==> src/rtl/wb_bus_decoder.sv <==
// Single-master Wishbone classic address decoder with per-slave windows,
// an unmapped-address error response and a bus-timeout watchdog.
module wb_bus_decoder #(
    parameter int                                      WB_DATA_WIDTH  = 32,
    parameter int                                      WB_ADDR_WIDTH  = 32,
    parameter int                                      WB_SEL_WIDTH   = 4,
    parameter int                                      NUM_SLAVES     = 4,
    parameter logic [NUM_SLAVES*WB_ADDR_WIDTH-1:0]     SLAVE_BASE     = {32'h0003_0000, 32'h0002_0000,
                                                                         32'h0001_0000, 32'h0000_0000},
    parameter logic [NUM_SLAVES*WB_ADDR_WIDTH-1:0]     SLAVE_MASK     = {32'hFFFF_0000, 32'hFFFF_0000,
                                                                         32'hFFFF_0000, 32'hFFFF_0000},
    parameter int                                      TIMEOUT_CYCLES = 255,
    parameter logic [WB_DATA_WIDTH-1:0]                ERR_DATA       = 32'hDEAD_BEEF
) (
    input  logic                                  clk_i,
    input  logic                                  rst_ni,
    input  logic [WB_ADDR_WIDTH-1:0]              m_adr_i,
    input  logic [WB_DATA_WIDTH-1:0]              m_dat_i,
    input  logic                                  m_we_i,
    input  logic [WB_SEL_WIDTH-1:0]               m_sel_i,
    input  logic                                  m_stb_i,
    input  logic                                  m_cyc_i,
    output logic                                  m_ack_o,
    output logic                                  m_err_o,
    output logic [WB_DATA_WIDTH-1:0]              m_dat_o,
    output logic [WB_ADDR_WIDTH-1:0]              s_adr_o,
    output logic [WB_DATA_WIDTH-1:0]              s_dat_o,
    output logic                                  s_we_o,
    output logic [WB_SEL_WIDTH-1:0]               s_sel_o,
    output logic [NUM_SLAVES-1:0]                 s_stb_o,
    output logic [NUM_SLAVES-1:0]                 s_cyc_o,
    input  logic [NUM_SLAVES-1:0]                 s_ack_i,
    input  logic [NUM_SLAVES*WB_DATA_WIDTH-1:0]   s_dat_i,
    output logic                                  err_irq_o,
    output logic [1:0]                            err_cause_o,
    output logic [WB_ADDR_WIDTH-1:0]              err_addr_o
);

    localparam int AW      = WB_ADDR_WIDTH;
    localparam int DW      = WB_DATA_WIDTH;
    localparam int SEL_W   = (NUM_SLAVES > 1) ? $clog2(NUM_SLAVES) : 1;
    localparam int CNT_RAW = $clog2(TIMEOUT_CYCLES + 1);
    localparam int CNT_W   = (CNT_RAW < 8) ? 8 : CNT_RAW;

    localparam logic [CNT_W-1:0] TMO_LAST     = CNT_W'(TIMEOUT_CYCLES - 1);
    localparam logic [1:0]       CAUSE_UNMAP  = 2'b01;
    localparam logic [1:0]       CAUSE_TMO    = 2'b10;

    typedef enum logic [1:0] {
        ST_IDLE   = 2'd0,
        ST_ACTIVE = 2'd1,
        ST_ERR    = 2'd2
    } state_t;

    state_t              state_q;
    logic [SEL_W-1:0]    sel_q;
    logic [CNT_W-1:0]    cnt_q;
    logic [1:0]          err_cause_q;
    logic [AW-1:0]       err_addr_q;

    logic                hit_d;
    logic [SEL_W-1:0]    hit_idx_d;
    logic [NUM_SLAVES-1:0] sel_oh;
    logic                sel_ack;
    logic [DW-1:0]       sel_dat;
    logic                live;
    logic                ack_ok;
    logic                err_st;
    logic                timeout;

    assign s_adr_o = m_adr_i;
    assign s_dat_o = m_dat_i;
    assign s_we_o  = m_we_i;
    assign s_sel_o = m_sel_i;

    // Scan from the top down so the lowest-index matching window ends up selected.
    always_comb begin
        hit_d     = 1'b0;
        hit_idx_d = '0;
        for (int k = NUM_SLAVES - 1; k >= 0; k--) begin
            if ((m_adr_i & SLAVE_MASK[k*AW +: AW]) == SLAVE_BASE[k*AW +: AW]) begin
                hit_d     = 1'b1;
                hit_idx_d = SEL_W'(k);
            end
        end
    end

    always_comb begin
        sel_oh  = '0;
        sel_ack = 1'b0;
        sel_dat = '0;
        for (int k = 0; k < NUM_SLAVES; k++) begin
            if (sel_q == SEL_W'(k)) begin
                sel_oh[k] = 1'b1;
                sel_ack   = s_ack_i[k];
                sel_dat   = s_dat_i[k*DW +: DW];
            end
        end
    end

    // Slave handshakes are gated by m_cyc_i so a master abort releases the slave immediately.
    assign live    = (state_q == ST_ACTIVE) && m_cyc_i;
    assign ack_ok  = live && sel_ack;
    assign err_st  = (state_q == ST_ERR);
    assign timeout = (cnt_q == TMO_LAST);

    assign s_cyc_o     = live ? sel_oh : '0;
    assign s_stb_o     = live ? sel_oh : '0;
    assign m_ack_o     = ack_ok || err_st;
    assign m_err_o     = err_st;
    assign err_irq_o   = err_st;
    assign m_dat_o     = err_st ? ERR_DATA : (ack_ok ? sel_dat : '0);
    assign err_cause_o = err_cause_q;
    assign err_addr_o  = err_addr_q;

    always_ff @(posedge clk_i or negedge rst_ni) begin
        if (!rst_ni) begin
            state_q     <= ST_IDLE;
            sel_q       <= '0;
            cnt_q       <= '0;
            err_cause_q <= '0;
            err_addr_q  <= '0;
        end else begin
            case (state_q)
                ST_IDLE: begin
                    if (m_cyc_i && m_stb_i) begin
                        if (hit_d) begin
                            sel_q   <= hit_idx_d;
                            cnt_q   <= '0;
                            state_q <= ST_ACTIVE;
                        end else begin
                            err_addr_q  <= m_adr_i;
                            err_cause_q <= CAUSE_UNMAP;
                            state_q     <= ST_ERR;
                        end
                    end
                end
                ST_ACTIVE: begin
                    if (!m_cyc_i) begin
                        state_q <= ST_IDLE;
                    end else if (sel_ack) begin
                        state_q <= ST_IDLE;
                    end else if (timeout) begin
                        err_addr_q  <= m_adr_i;
                        err_cause_q <= CAUSE_TMO;
                        state_q     <= ST_ERR;
                    end else begin
                        cnt_q <= cnt_q + 1'b1;
                    end
                end
                ST_ERR: begin
                    state_q <= ST_IDLE;
                end
                default: begin
                    state_q <= ST_IDLE;
                end
            endcase
        end
    end

endmodule
==> config.mk <==
export PLATFORM = sky130hd
export DESIGN_NAME = wb_bus_decoder
export DESIGN_NICKNAME = d
export VERILOG_FILES = /design/src/rtl/wb_bus_decoder.sv
export SDC_FILE = /design/constraint.sdc
export NUM_CORES = 1
export LEC_CHECK = 0
export ABC_CLOCK_PERIOD_IN_PS = 2100
export BUFFER_PORTS_ARGS = -buffer_cell sky130_fd_sc_hd__buf_2
export CAP_MARGIN = 0
export CORE_AREA = 2 2 136 138
export CTS_CLUSTER_DIAMETER = 100
export DETAILED_ROUTE_END_ITERATION = 10
export DIE_AREA = 0 0 138 140
export PLACE_DENSITY = 0.55
export REMOVE_ABC_BUFFERS = 1
export SYNTH_ARGS = -nofsm -noshare
export SYNTH_HDL_FRONTEND = slang
export SYNTH_SLANG_ARGS = --single-unit
==> constraint.sdc <==
create_clock -name clk_i -period 2.1 [get_ports clk_i]
set_input_delay 0.21 -clock clk_i [delete_from_list [all_inputs] [get_ports clk_i]]
set_output_delay 0.21 -clock clk_i [all_outputs]
set_load 0.05 [all_outputs]
==> out/qor.yml <==
timing:
  slew_headroom_pct: 64.58
  min_period_ns: 2.185
  worstMarginPinSlew_ns: 0.5313
  period_share_pct: 104.1
  rsz0062_at_grt: "true"
  hold_viol: 0
  worst_slack_ns: -0.08539
  slew_violations: 0
  fmax_mhz: 457.6
  finalSetupViolations: 19
  finClkSkew_ns: 0.008733
logic_synthesis:
  async_flop_share_pct: 100.0
  synth_cells: 341
  syn-cell-area_um2: 3720
  ys_types: 38
  yosys_most_used_dff: "dfrtp_1"
  synth-seq-cells: 46
  synth-edff-count: 0
  seq_area_frac_synth_pct: 30.95
  postSynthAreaPerCell_um2: 10.91
  yosys_warnings: 0
grt:
  grt_overflow: 0
  grt_pass1_wl_um: 22630
  grt_usage_pct: 15.51
  grt_max_degree: 34
  antenna_found_initial: 3
  grt_pass1_vias: 3497
place:
  gp_congestion: 0.7761
  numPortBuffers: 276
  place_ws_ns: 0.07710
  place_inst: 772
  hpwl_um: 12690
setup_path:
  required_ns: 1.89
  crit_path_start_kind: "flop"
  crit-reg2reg-launch: "sel_q[0]"
  r2r_cells: 6
  end_kind: "output pin"
  path_max_fanout: 8
  timing.reg2reg.setup_slack_ns: 0.11
  arrival_ns: 1.98
  r2r-end: "err_addr_o[31]"
  crit_type: "flop to output pin"
clocking:
  cts_tree: "yes"
  cts_buffers: 5
  root_buffer: "clkbuf_16"
  clkTransAtPathRegs_ns: 0.07
  clock_latency_ns: 0.29
  htree_levels: 2
  cts_buffer_depth: 2
  cts_sinks: 46
drt:
  wire_per_inst_um: 20.29
  postRouteAntennaNets: 0
  viasPerCell: 4.510
  dr.pass1.iters: 4
  drt_iter0_markers: 126
  drc: 0
  vias: 3572
  drt_wl_total_um: 16070
flow_run:
  cap_viol_max_count: 0
die:
  die_w_um: 138
  ioPinCount: 351
  die_area_um2: 19320
  core_area_um2: 17780
  start_util_pct: 20.92
  rows: 49
  die_h_um: 140
layout:
  multiInputGateArea_um2: 1982
  final_nets: 768
  drive_gt1_share_pct: 74.02
  area_growth_pct: 50.99
  register_area_um2: 1155
  final_cells: 792
  fillCellCount: 1834
power:
  cellLeakagePower_uw: 0.002769
  p_int_uw: 1922
  comb_power_share_pct: 40.5
  pwr-share-clk_pct: 26.6
  peakVddDrop_uv: 508.2
  switching_share_pct: 39.59
  power_switching_uw: 1260
  seqPwrFrac_pct: 32.9
  powerDensity_nw_per_um2: 566.4
hold_path:
  hp-class: "input port to flop"
  worstHoldEndpoint: "err_addr_o[5]"
  min_delay_path_depth: 2
  min-delay-start: "m_adr_i[5]"
status:
  status: "finished, violations left"
  violations: "setup timing"
[through the flow]
step	utilization (%)	total power [uW]	hold WS, ns	instance area [um^2]	TNS, ns
finish	31.59	3181	0.1418	5617	-0.6232
global route	31.58	3350	0.1436	5614	-2.323
CTS	29.76	3193	0.1341	5291	-0.6517
detailed placement	27.76	2296	0.2272	4935	0
global placement	27.76	2289	0.2271	4935	0
floorplan	-	1747	-0.08559	3087	-115.31
[kinds of logic after synthesis]
group | count (synthesis) | synth area share (%)
adder cells (fa/ha/maj) | 2 | 0.6726
multiplexers | 70 | 31.01
AO/OA/AOI/OAI | 39 | 6.828
buffers and inverters | 121 | 20.05
flip-flops | 46 | 30.95
AND/OR/NAND/NOR | 63 | 10.49
[layout by cell type (no fill, tap or decap), types with 3 or more instances in the layout]
master | Yosys | layout
mux4_2 | 32 | 32
nor2b_1 | 11 | 8
inv_1 | 30 | 24
clkbuf_16 | 0 | 8
buf_6 | 0 | 28
o21ai_2 | 0 | 9
nand2_1 | 10 | 9
dfrtp_2 | 0 | 3
nor3b_2 | 1 | 3
buf_12 | 0 | 6
or2_2 | 3 | 3
inv_2 | 0 | 6
nor2_1 | 9 | 8
mux2_2 | 27 | 26
nor3_1 | 3 | 3
buf_4 | 75 | 24
nand4_1 | 4 | 4
o21ai_4 | 0 | 6
nand3_1 | 4 | 4
o21ai_1 | 0 | 9
buf_2 | 8 | 240
a221o_1 | 6 | 6
mux2_1 | 7 | 7
mux2_4 | 2 | 3
dfrtp_1 | 46 | 43
and3_1 | 6 | 6
[sequential cells by signal, summed over array words and instances (netlist names)]
signal,count
cnt_q,8
state_q,2
err_cause_o,2
err_addr_o,32
sel_q,2
[worst max-delay path, cell delays in order, from the launching register on]
cell       delay [ns]
dfrtp_2          0.48
mux2i_4          0.22
a211o_4          0.39
clkbuf_16        0.20
o21ai_1          0.17
buf_4            0.22
[cells in the mapped netlist, types with 2 or more instances]
cell type  instances  area share [%]
a211o_1            2            0.47
a211oi_1           2            0.40
a221o_1            6             1.6
and3_1             6             1.0
buf_1              2            0.20
buf_2              8             1.1
buf_4             75              15
clkbuf_1           6            0.61
dfrtp_1           46              31
ha_1               2            0.67
inv_1             30             3.0
mux2_1             7             2.1
mux2_2            27             8.2
mux2_4             2            0.81
mux2i_1            2            0.54
mux4_2            32              19
nand2_1           10             1.0
nand3_1            4            0.54
nand4_1            4            0.67
nor2_1             9            0.91
nor2b_1           11             1.9
nor3_1             3            0.40
nor3b_1            3            0.61
nor4_2             2            0.67
o21ai_0           25             3.4
or2_2              3            0.50
[power groups by stage]
stage | Sequential [uW] | Clock (uW) | Combinational [uW]
floorplan | 1450 | 0 | 294
global placement | 1060 | 0 | 1230
detailed placement | 1060 | 0 | 1240
CTS | 1050 | 880 | 1260
global route | 1060 | 934 | 1350
finish | 1050 | 846 | 1290
[layout make-up]
| class | instances | share of cell area [%] |
|---|---|---|
| multi-input cells | 174 | 35.29 |
| repair buffers | 304 | 34.13 |
| flip-flops and latches | 46 | 20.56 |
| well taps | 229 | 5.101 |
| clock buffers | 7 | 2.718 |
| inverters | 30 | 2.005 |
| clock inverters | 1 | 0.1559 |
| diodes | 1 | 0.04455 |
[how the worst max path moves through the flow]
stage,cells past startpoint,start,to,slack (ns)
after floorplan,1,sel_q[0],s_cyc_o[1],-1.92
after global placement,6,m_adr_i[19],sel_q[0],0.12
after detailed placement,6,m_adr_i[19],sel_q[1],0.08
after CTS,5,sel_q[0],m_dat_o[27],-0.05
after global routing,6,state_q[1],m_dat_o[13],-0.13
final,5,sel_q[0],m_dat_o[13],-0.09
[timing repair]
action | 4_1_cts | 5_1_grt
hold buffers | 1 | 0
gates cloned | 1 | 3
gates resized for setup | 61 | 75
hold endpoints to repair | 20 | 0
setup endpoints to repair | 32 | 37
pin swaps | 0 | 4
buffers inserted | 3 | 4
[routing by layer]
layer  GRT usage (%)  up-vias  routed length [um]
met4           2.954        4                 184
met1           19.06     1703                6475
met5           1.003        -                  35
met3           6.906       15                1675
li1                -     1593                   -
met2           25.33      257                7700
Power figures use the tool's default switching activity.
